$ cat config.mk
export PLATFORM = sky130hd
export DESIGN_NAME = irq_controller
export DESIGN_NICKNAME = d
export VERILOG_FILES = /design/src/rtl/irq_controller.sv
export SDC_FILE = /design/constraint.sdc
export NUM_CORES = 1
export LEC_CHECK = 0
export CAP_MARGIN = 20
export CORE_UTILIZATION = 45
export CTS_CLUSTER_DIAMETER = 100
export DETAILED_ROUTE_END_ITERATION = 7
export PLACE_DENSITY = 0.89
export SYNTH_ARGS = -nofsm -noshare
export SYNTH_HDL_FRONTEND = slang
export SYNTH_SLANG_ARGS = --single-unit
$ cat constraint.sdc
create_clock -name clk -period 3.15 [get_ports clk]
set_input_delay 0.63 -clock clk [delete_from_list [all_inputs] [get_ports clk]]
set_output_delay 0.63 -clock clk [all_outputs]
set_load 0.02 [all_outputs]
$ cat src/rtl/irq_controller.sv
// Interrupt controller: synchronised edge-triggered sources, pending/enable registers and a
// single-request REQ/ack/done handshake toward the cpu. Define IRQ_TIMER_EN to add the mtime timer source.
module irq_controller #(
    parameter int NUM_SRC     = 8,
    parameter int SYNC_STAGES = 2
) (
    input  logic               clk,
    input  logic               rst,
    input  logic [NUM_SRC-1:0] src_irq,
    input  logic               reg_we,
    input  logic [2:0]         reg_addr,
    input  logic [31:0]        reg_wdata,
    output logic [31:0]        reg_rdata,
    output logic               irq,
    output logic [4:0]         irq_id,
    input  logic               irq_ack,
    input  logic               irq_done
);

`ifdef IRQ_TIMER_EN
    localparam int NB = NUM_SRC + 1;
`else
    localparam int NB = NUM_SRC;
`endif

    typedef enum logic [1:0] {
        ST_IDLE    = 2'd0,
        ST_REQ     = 2'd1,
        ST_SERVICE = 2'd2
    } state_t;

    logic [SYNC_STAGES-1:0][NUM_SRC-1:0] sync_reg;
    logic [NUM_SRC-1:0] prev_reg;
    logic [NUM_SRC-1:0] edge_reg;

    logic [NB-1:0] set_vec;
    logic [NB-1:0] w1c_vec;
    logic [NB-1:0] ack_clr;
    logic [NB-1:0] clr_vec;
    logic [NB-1:0] pending_reg;
    logic [NB-1:0] enable_reg;
    logic [NB-1:0] req_vec;

    state_t     state_reg, state_next;
    logic [4:0] irq_id_reg, irq_id_next;
    logic       sel_found;
    logic [4:0] sel_id;
    logic       ack_fire;

    logic unused_wdata;
    assign unused_wdata = ^reg_wdata;

    // Edge detection is registered so a raw edge reaches pending SYNC_STAGES+1 clocks after capture.
    always_ff @(posedge clk or posedge rst) begin
        if (rst) begin
            sync_reg <= '0;
            prev_reg <= '0;
            edge_reg <= '0;
        end else begin
            sync_reg <= {sync_reg[SYNC_STAGES-2:0], src_irq};
            prev_reg <= sync_reg[SYNC_STAGES-1];
            edge_reg <= sync_reg[SYNC_STAGES-1] & ~prev_reg;
        end
    end

`ifdef IRQ_TIMER_EN
    logic [31:0] mtime_reg;
    logic [31:0] mtimecmp_reg;

    always_ff @(posedge clk or posedge rst) begin
        if (rst) begin
            mtime_reg    <= '0;
            mtimecmp_reg <= 32'hFFFF_FFFF;
        end else begin
            mtime_reg <= mtime_reg + 32'd1;
            if (reg_we && reg_addr == 3'd5) begin
                mtimecmp_reg <= reg_wdata;
            end
        end
    end

    assign set_vec = {(mtime_reg == mtimecmp_reg), edge_reg};
`else
    assign set_vec = edge_reg;
`endif

    assign w1c_vec = (reg_we && reg_addr == 3'd1) ? reg_wdata[NB-1:0] : '0;

    generate
        for (genvar gi = 0; gi < NB; gi++) begin : g_ack_clr
            assign ack_clr[gi] = ack_fire && (irq_id_reg == 5'(gi));
        end
    endgenerate

    assign clr_vec = w1c_vec | ack_clr;
    assign req_vec = pending_reg & enable_reg;

    // Set is applied after clear so an edge coinciding with its clear is never lost.
    always_ff @(posedge clk or posedge rst) begin
        if (rst) begin
            pending_reg <= '0;
            enable_reg  <= '0;
        end else begin
            pending_reg <= (pending_reg & ~clr_vec) | set_vec;
            if (reg_we && reg_addr == 3'd0) begin
                enable_reg <= reg_wdata[NB-1:0];
            end
        end
    end

    always_comb begin
        sel_found = 1'b0;
        sel_id    = '0;
        for (int i = NB - 1; i >= 0; i--) begin
            if (req_vec[i]) begin
                sel_found = 1'b1;
                sel_id    = 5'(i);
            end
        end
    end

    always_ff @(posedge clk or posedge rst) begin
        if (rst) begin
            state_reg  <= ST_IDLE;
            irq_id_reg <= '0;
        end else begin
            state_reg  <= state_next;
            irq_id_reg <= irq_id_next;
        end
    end

    always_comb begin
        state_next  = state_reg;
        irq_id_next = irq_id_reg;
        ack_fire    = 1'b0;
        irq         = 1'b0;
        case (state_reg)
            ST_IDLE: begin
                if (sel_found) begin
                    irq_id_next = sel_id;
                    state_next  = ST_REQ;
                end
            end
            ST_REQ: begin
                irq = 1'b1;
                if (irq_ack) begin
                    ack_fire   = 1'b1;
                    state_next = ST_SERVICE;
                end
            end
            ST_SERVICE: begin
                if (irq_done) begin
                    state_next = ST_IDLE;
                end
            end
            default: state_next = ST_IDLE;
        endcase
    end

    assign irq_id = irq_id_reg;

    always_comb begin
        reg_rdata = '0;
        case (reg_addr)
            3'd0: reg_rdata = 32'(enable_reg);
            3'd1: reg_rdata = 32'(pending_reg);
            3'd2: reg_rdata = {27'b0, irq_id_reg};
            3'd3: reg_rdata = {30'b0, state_reg};
`ifdef IRQ_TIMER_EN
            3'd4: reg_rdata = mtime_reg;
            3'd5: reg_rdata = mtimecmp_reg;
`endif
            default: reg_rdata = '0;
        endcase
    end

endmodule
==> flow_metrics.env, run 1 <==
export IMPL_outcome="complete, no violations"
export IMPL_antenna_found_initial=0
export IMPL_worstMarginPinSlew_ns=0.632
export IMPL_areaGrowthSynthToFinish_pct=18.4
export IMPL_synth_ff_type="dfrtp_1"
export IMPL_cts_hold_fix_buffers=0
export IMPL_die_area_um2=5230
export IMPL_syn_avg_cell_area_um2=12.7
export IMPL_powerDensity_nw_per_um2=674
export IMPL_syn_cell_area_um2=2230
export IMPL_timing_hold_ws_ns=0.349
export IMPL_reg2reg_slack_ns=1.73
export IMPL_leakage_nw=1.17
export IMPL_peakVddDrop_mv=0.317
export IMPL_hold_viol=0
export IMPL_end_kind="primary output"
export IMPL_reg2reg_depth=4
export IMPL_gp_congestion=0.914
export IMPL_yosysSeqAreaShare_pct=59.6
export IMPL_std_cell_rows=25
export IMPL_cts_root_buffer="clkbuf_8"
export IMPL_period_share_pct=92.5
export IMPL_synth_edf_count=0
export IMPL_drt_iter0_markers=169
export IMPL_min_path_type="reg -> reg"
export IMPL_holdPathStages=0
export IMPL_period_needed_ns=2.91
export IMPL_fin_skew_ns=0.00405
export IMPL_layout_nets=264
export IMPL_post_cts_buffers=0
export IMPL_numCtsBuffers=5
export IMPL_synthDistinctLibCells=25
export IMPL_clockBufferDepth=2
export IMPL_layout_drive_gt1_share_pct=9.22
export IMPL_critPathLaunchType="input pin"
export IMPL_die_w_um=72.3
export IMPL_remaining_drc_errors=0
export IMPL_yosys_warnings=0
export IMPL_rsz0062_at_grt="false"
export IMPL_wirelength_um=3590
export IMPL_gr_total_overflow=0
export IMPL_holdPathEnd="sync_reg[9]$_DFF_PP0_"
export IMPL_start_util_pct=46.8
export IMPL_clk_pin_slew_ns=0.09
export IMPL_r2r_start="pending_reg[3]$_DFF_PP0_"
export IMPL_grt_max_degree=54
export IMPL_cp_required_ns=2.52
export IMPL_drtPass1Iterations=4
export IMPL_insertion_delay_ns=0.30
export IMPL_fin_area_um2=2640
export IMPL_cts_htree_levels=2
export IMPL_rr_endpoint="irq_id[0]$_DFFE_PP0P_"
export IMPL_largest_register_ffs=16
export IMPL_insertedDiodeCount=0
export IMPL_dp_hpwl_um=2570
export IMPL_cts_tree="built"
export IMPL_clock_sinks=53
export IMPL_die_h_um=72.3
export IMPL_ys_ff_latch=53
export IMPL_synth_area_leaders="dfrtp_1, buf_4, mux2_2"
export IMPL_drt_wirelength_per_cell_um=12.6
export IMPL_timing_fmax_mhz=343
export IMPL_num_vias=1383
export IMPL_cp_arrival_ns=2.28
export IMPL_portBuffers=35
export IMPL_synth_top_area_share_pct=59.6
export IMPL_core_area_um2=4750
export IMPL_grt_first_pass_wirelength_um=5660
export IMPL_grt_pass1_vias=1251
export IMPL_viasPerCell=4.87
export IMPL_finalPower_w=0.00178
export IMPL_min_from="sync_reg[1]$_DFF_PP0_"
export IMPL_ys_async_sr_fraction_pct=100
export IMPL_slew_headroom_pct=57.9
export IMPL_ios=86
export IMPL_cp_startpoint="reg_addr[1]"
export IMPL_maxSlewViolCount=0
export IMPL_yosysTopAreaCell="dfrtp_1"
export IMPL_track_usage_pct=14.8
export IMPL_synthCells=175
export IMPL_setup_viol=0
export IMPL_ant_nets=0
export IMPL_fin_setup_tns_ns=0
export IMPL_placed_area_um2=2550
export IMPL_maxCapViolCount=0
export IMPL_worstSetupPathType="in -> out"
export IMPL_crit_path_max_fanout=7
metal layers:
layer | vias up | wire length [um] | global-route usage [%] | part of all wire (%)
met1 | 660 | 1410 | 17.1 | 39
met2 | 71 | 1830 | 25.3 | 51
met4 | 0 | 78 | 7.84 | 2.2
met3 | 11 | 265 | 3.47 | 7.4
li1 | 641 | - | - | -
met5 | - | 0 | 0 | 0
cell usage in the layout (no fill, tap or decap):
master           synthesis  layout
a22oi_1                 11      11
mux4_1                   2       2
dlymetal6s2s_1           0       1
o21ai_0                  1       1
a21oi_1                  5       5
a32o_1                   2       2
nand3b_1                 1       1
nor2b_1                 13      13
a222oi_1                 1       1
nor2_1                  13      13
clkinv_2                 0       2
nand2_1                  8       8
buf_4                   26       1
a21o_1                   8       8
dfrtp_1                 53      53
clkdlybuf4s50_1          0      34
mux2_2                   8       8
clkbuf_8                 0       5
mux2i_1                  6       6
a32oi_1                  2       2
nand4_1                  1       1
buf_6                    1       1
clkbuf_1                 0       1
a31oi_1                  2       2
inv_2                    0       1
inv_1                    5       4
or2_1                    1       1
conb_1                   1      26
a211oi_1                 1       1
nor3_4                   2       2
worst max path at each step:
stage | to | slack, ns | cells past startpoint
2_1_floorplan | reg_rdata[0] | 1.04 | 3
3_3_place_gp | reg_rdata[0] | 0.09 | 4
3_5_place_dp | reg_rdata[1] | 0.03 | 4
4_1_cts | reg_rdata[1] | 0.02 | 4
5_1_grt | reg_rdata[6] | 0.10 | 4
6_report | reg_rdata[6] | 0.24 | 4
final cells by class:
| class | instances | area [um2] |
|---|---|---|
| clock inverter | 2 | 10.0 |
| inverter | 5 | 18.8 |
| fill | 431 | 2120 |
| sequential | 53 | 1330 |
| multi-input combinational | 114 | 753 |
| tap | 67 | 83.8 |
| timing repair buffer | 37 | 372 |
| clock buffer | 6 | 72.6 |
critical path: stages:
cell,delay (ns)
clkdlybuf4s50_1,0.48
or2_1,0.39
nor2_1,0.16
clkdlybuf4s50_1,0.61
cells in the mapped netlist, types with 2 or more instances:
cell type / n
mux4_1: 2
mux2i_1: 6
nor3_4: 2
a21oi_1: 5
a32oi_1: 2
nand2_1: 8
a32o_1: 2
buf_4: 26
mux2_2: 8
nor2_1: 13
a21o_1: 8
a22oi_1: 11
a31oi_1: 2
nor2b_1: 13
inv_1: 5
dfrtp_1: 53
through the flow:
stage / util, % / worst slack [ns] / instances
4_1_cts: 55.3 / 0.0222 / 284
2_1_floorplan: - / 1.04 / 200
5_1_grt: 55.4 / 0.102 / 284
6_report: 55.4 / 0.236 / 284
3_3_place_gp: 53.6 / 0.0852 / 276
3_5_place_dp: 53.6 / 0.0293 / 276
repair_timing:
action | CTS | global route
endpoints found under the hold margin | 0 | 0
gates resized for setup | 0 | 2
setup endpoints to repair | 0 | 2
cells by family (layout without fill, tap and decap cells):
kind of cell,count (synthesis),count (layout),share of synthesized area [%]
other cells,1,26,0.168
mux,16,16,9.11
simple gates,39,39,9.56
buf+inv,33,50,10.8
flops,53,53,59.6
compound gates,33,33,10.8
power by group:
| part | switching (W) | internal, W |
|---|---|---|
| clock network | 0.000203 | 0.000154 |
| registers | 0.000131 | 0.000788 |
| logic | 0.000254 | 0.000245 |
| total | 0.000589 | 0.00119 |
Power figures use the tool's default switching activity.
==> run 2: changes to the inputs <==
--- a/config.mk
+++ b/config.mk
@@ -8,6 +8,7 @@
 export CAP_MARGIN = 20
 export CORE_UTILIZATION = 45
 export CTS_CLUSTER_DIAMETER = 100
+export CTS_CLUSTER_SIZE = 24
 export DETAILED_ROUTE_END_ITERATION = 7
 export PLACE_DENSITY = 0.89
 export SYNTH_ARGS = -nofsm -noshare
==> constraint.sdc (replaced) <==
create_clock -name clk -period 3.4 [get_ports clk]
set_input_delay 0.68 -clock clk [delete_from_list [all_inputs] [get_ports clk]]
set_output_delay 0.68 -clock clk [all_outputs]
set_load 0.02 [all_outputs]
==> flow_metrics.env, run 2 (same netlist as run 1, synthesis figures left out) <==
export IMPL_worstSetupPathType="in -> out"
export IMPL_drt_iter0_markers=100
export IMPL_grt_max_degree=34
export IMPL_die_w_um=72.3
export IMPL_num_vias=1395
export IMPL_viasPerCell=4.93
export IMPL_drtPass1Iterations=5
export IMPL_rsz0062_at_grt="false"
export IMPL_crit_path_max_fanout=8
export IMPL_layout_drive_gt1_share_pct=8.80
export IMPL_areaGrowthSynthToFinish_pct=18.3
export IMPL_gp_congestion=0.874
export IMPL_ios=86
export IMPL_timing_fmax_mhz=318
export IMPL_numCtsBuffers=5
export IMPL_wirelength_um=3660
export IMPL_insertedDiodeCount=0
export IMPL_leakage_nw=1.16
export IMPL_largest_register_ffs=16
export IMPL_ant_nets=0
export IMPL_clk_pin_slew_ns=0.09
export IMPL_cp_slowest_cell="clkdlybuf4s50_1"
export IMPL_end_kind="primary output"
export IMPL_drt_wirelength_per_cell_um=12.9
export IMPL_timing_hold_ws_ns=0.344
export IMPL_cts_root_buffer="clkbuf_8"
export IMPL_grt_pass1_vias=1348
export IMPL_fin_skew_ns=0.00676
export IMPL_worstPathCellList="clkdlybuf4s50_1 -> buf_4 -> mux2i_1 -> nor2_1 -> a31oi_1 -> nor2_1 -> clkdlybuf4s50_1"
export IMPL_cts_tree="built"
export IMPL_remaining_drc_errors=0
export IMPL_fin_setup_tns_ns=0
export IMPL_die_h_um=72.3
export IMPL_antenna_found_initial=0
export IMPL_cts_resized=0
export IMPL_post_cts_buffers=0
export IMPL_num_fill_cells=417
export IMPL_clockBufferDepth=2
export IMPL_die_area_um2=5230
export IMPL_core_area_um2=4750
export IMPL_stdcell_count=283
export IMPL_cp_required_ns=2.72
export IMPL_maxCapViolCount=0
export IMPL_outcome="complete, no violations"
export IMPL_dp_hpwl_um=2620
export IMPL_track_usage_pct=15.6
export IMPL_placed_area_um2=2550
export IMPL_cp_top_family="buffers and inverters"
export IMPL_portBuffers=35
export IMPL_start_util_pct=46.8
export IMPL_maxSlewViolCount=0
export IMPL_period_needed_ns=3.14
export IMPL_grt_first_pass_wirelength_um=6020
export IMPL_dp_cells=276
export IMPL_worstPathBufferInverterCount=3
export IMPL_cp_slowest_stage_delay_ns=0.54
export IMPL_hold_viol=0
export IMPL_insertion_delay_ns=0.30
export IMPL_period_share_pct=92.4
export IMPL_setup_viol=0
export IMPL_peakVddDrop_mv=0.290
export IMPL_clock_sinks=53
export IMPL_cts_hold_fix_buffers=0
export IMPL_cp_arrival_ns=2.46
export IMPL_powerDensity_nw_per_um2=633
export IMPL_fin_area_um2=2630
export IMPL_layout_common_cells="dfrtp_1, clkdlybuf4s50_1, conb_1"
export IMPL_std_cell_rows=25
export IMPL_min_path_type="reg -> reg"
export IMPL_layout_nets=264
export IMPL_critPathLaunchType="input pin"
export IMPL_gr_total_overflow=0
export IMPL_final_common_cell="dfrtp_1"
export IMPL_cts_htree_levels=2
export IMPL_utilization_pct=55.4
[run 2: final timing paths]
check | from | end | slack (ns) | cells after the start
worst max-delay path | reg_addr[0] | reg_rdata[2] | 0.26 | 7
worst min-delay path | sync_reg[1]$_DFF_PP0_ | sync_reg[9]$_DFF_PP0_ | 0.34 | 0
worst max register to register | state_reg[1]$_DFFE_PP0P_ | pending_reg[7]$_DFF_PP0_ | 1.96 | 4
worst min register to register | sync_reg[1]$_DFF_PP0_ | sync_reg[9]$_DFF_PP0_ | 0.34 | 0
max in group asynchronous | rst | sync_reg[1]$_DFF_PP0_ | 1.97 | 3
min in group asynchronous | rst | sync_reg[7]$_DFF_PP0_ | 0.68 | 2
[run 2: layout make-up]
type                       count  area (um2)  share of cell area [%]
inverter                       5        18.8                   0.713
timing repair buffer          37         365                    13.9
multi-input combinational    114         753                    28.6
tap                           67        83.8                    3.18
sequential                    53        1330                    50.4
clock buffer                   7        86.3                    3.28
[run 2: where the power goes]
part           switching, W  leakage [nW]  internal (W)  total (W)
combinational      0.000241         0.497      0.000227   0.000467
clock              0.000186        0.0443      0.000162   0.000348
sequential         0.000123         0.616      0.000730   0.000853
[run 2: metal layers]
| layer | vias up | wire length [um] | global-route usage [%] |
|---|---|---|---|
| met5 | - | 0 | 0 |
| met4 | 0 | 90 | 8.06 |
| met3 | 11 | 256 | 5.14 |
| met2 | 72 | 1800 | 25.5 |
| met1 | 676 | 1510 | 18.3 |
| li1 | 636 | - | - |
[run 2: worst reg2reg max path: stages (launching register included)]
cell and delay [ns]:
dfrtp_1 0.43, nand3b_1 0.23, nor2_1 0.32, a32oi_1 0.16
a21o_1 0.19
[run 2: stage by stage]
step | total power, W | worst slack (ns)
after floorplan | 0.00116 | 1.19
after global placement | 0.00130 | 0.274
after detailed placement | 0.00133 | 0.270
after CTS | 0.00168 | 0.262
after global routing | 0.00176 | 0.177
final | 0.00167 | 0.258
==> run 3: changes to the inputs <==
--- a/config.mk
+++ b/config.mk
@@ -6,6 +6,7 @@
 export NUM_CORES = 1
 export LEC_CHECK = 0
 export CAP_MARGIN = 20
+export CORE_ASPECT_RATIO = 1.1
 export CORE_UTILIZATION = 45
 export CTS_CLUSTER_DIAMETER = 100
 export CTS_CLUSTER_SIZE = 24
@@ -14,3 +15,4 @@
 export SYNTH_ARGS = -nofsm -noshare
 export SYNTH_HDL_FRONTEND = slang
 export SYNTH_SLANG_ARGS = --single-unit
+export TNS_END_PERCENT = 100
==> flow_metrics.env, run 3 (same netlist as run 1, synthesis figures left out) <==
export IMPL_outcome="complete, no violations"
export IMPL_pre_cts_slack_ns=0.243
export IMPL_cp_arrival_ns=2.48
export IMPL_p_seq_share_pct=51.8
export IMPL_layout_common_cells="dfrtp_1, clkdlybuf4s50_1, conb_1"
export IMPL_cp_startpoint="reg_addr[0]"
export IMPL_setup_viol=0
export IMPL_final_common_cell="dfrtp_1"
export IMPL_clk_pin_slew_ns=0.09
export IMPL_hold_viol=0
export IMPL_layout_drive_gt1_share_pct=9.63
export IMPL_num_vias=1399
export IMPL_gr_total_overflow=0
export IMPL_cts_htree_levels=2
export IMPL_min_from="sync_reg[1]$_DFF_PP0_"
export IMPL_ant_nets=0
export IMPL_grtUsageMet3_pct=4.63
export IMPL_drt_iter0_markers=105
export IMPL_multi_input_area_um2=753
export IMPL_fin_skew_ns=0.0101
export IMPL_period_share_pct=92.9
export IMPL_clockBufferDepth=2
export IMPL_rr_endpoint="pending_reg[7]$_DFF_PP0_"
export IMPL_antenna_found_initial=0
export IMPL_largest_register_ffs=16
export IMPL_drtPass1Iterations=4
export IMPL_cts_hold_fix_buffers=0
export IMPL_cts_tree="built"
export IMPL_grt_pass1_vias=1384
export IMPL_num_fill_cells=412
export IMPL_pwr_share_comb_pct=28.2
export IMPL_maxCapViolCount=0
export IMPL_p_sw_share_pct=33.4
export IMPL_fin_setup_tns_ns=0
export IMPL_wirelength_um=3750
export IMPL_numCtsBuffers=5
export IMPL_portBuffers=35
export IMPL_met2_usage_pct=28.7
export IMPL_internal_power_w=0.00110
export IMPL_grt_first_pass_wirelength_um=6190
export IMPL_grt_max_degree=20
export IMPL_ios=86
export IMPL_cts_resized=0
export IMPL_placed_area_um2=2540
export IMPL_timing_fmax_mhz=316
export IMPL_rsz0062_at_grt="false"
export IMPL_powerDensity_nw_per_um2=629
export IMPL_drt_wirelength_per_cell_um=13.7
export IMPL_start_util_pct=47.5
export IMPL_busiest_layer="met2"
export IMPL_reg2reg_depth=4
export IMPL_die_h_um=75.8
export IMPL_worstSetupPathType="in -> out"
export IMPL_insertedDiodeCount=0
export IMPL_layout_nets=265
export IMPL_viasPerCell=5.11
export IMPL_seq_area_um2=1330
export IMPL_areaGrowthSynthToFinish_pct=17.9
export IMPL_clock_sinks=53
export IMPL_r2r_start="state_reg[1]$_DFFE_PP0P_"
export IMPL_period_needed_ns=3.16
export IMPL_dp_hpwl_um=2830
export IMPL_holdPathEnd="sync_reg[9]$_DFF_PP0_"
export IMPL_pwr_share_clk_pct=19.9
export IMPL_die_w_um=69.1
export IMPL_die_area_um2=5230
export IMPL_leakage_nw=1.16
export IMPL_end_kind="primary output"
export IMPL_p_sw_w=0.000551
export IMPL_cp_required_ns=2.72
export IMPL_core_area_um2=4680
export IMPL_fin_area_um2=2620
export IMPL_critPathLaunchType="input pin"
export IMPL_track_usage_pct=15.7
export IMPL_insertion_delay_ns=0.30
export IMPL_peakVddDrop_mv=0.287
export IMPL_post_cts_buffers=0
export IMPL_timing_hold_ws_ns=0.340
export IMPL_remaining_drc_errors=0
export IMPL_min_path_type="reg -> reg"
export IMPL_cts_root_buffer="clkbuf_8"
export IMPL_std_cell_rows=26
export IMPL_gp_congestion=0.915
export IMPL_holdPathStages=0
export IMPL_fin_ws_ns=0.240
export IMPL_gr_usage_met1_pct=16.5
export IMPL_reg2reg_slack_ns=1.95
export IMPL_maxSlewViolCount=0
export IMPL_crit_path_max_fanout=3
## run 3: changes by cell type in the layout (fill, tap and decap cells not counted)
| cell | before | now |
|---|---|---|
| clkbuf_8 | 6 | 5 |
| buf_4 | 2 | 3 |
| clkinv_2 | 0 | 2 |
## run 3: final cells by class
type	instances	area share, %
sequential	53	50.5
timing repair buffer	38	14.2
tap	56	2.67
inverter	5	0.715
clock inverter	2	0.381
clock buffer	6	2.77
multi-input combinational	114	28.7
## run 3: layer usage
layer  share of wire (%)  routed length (um)  vias to the layer above
li1                    -                   -                      642
met1                  38                1420                      680
met2                  53                1990                       65
met3                 6.1                 227                       12
met4                 2.7                 103                        0
met5                   0                   0                        -
## run 3: per-stage QoR
stage                     std cells  total power, W  util [%]
final                           274         0.00165      56.0
after global placement          266         0.00131      54.2
after global routing            274         0.00174      56.0
after detailed placement        266         0.00133      54.2
after floorplan                 200         0.00116         -
after CTS                       274         0.00167      56.0
## run 3: worst max path at each step
stage / to / slack, ns / cells after the start
after global routing: reg_rdata[2] / 0.16 / 7
after floorplan: reg_rdata[0] / 1.19 / 3
final: reg_rdata[0] / 0.24 / 4
after detailed placement: reg_rdata[0] / 0.24 / 4
after global placement: reg_rdata[1] / 0.27 / 4
after CTS: reg_rdata[0] / 0.24 / 4
## run 3: power by group through the flow
stage          combinational [W]  sequential [W]  clock (W)
6_report                0.000466        0.000856   0.000329
5_1_grt                 0.000502        0.000873   0.000364
4_1_cts                 0.000469        0.000854   0.000347
3_5_place_dp            0.000467        0.000867          0
3_3_place_gp            0.000451        0.000856          0
2_1_floorplan           0.000313        0.000846          0
## run 3: critical path: stages
cell,delay (ns)
clkdlybuf4s50_1,0.56
mux4_1,0.57
nor2b_1,0.14
clkdlybuf4s50_1,0.53
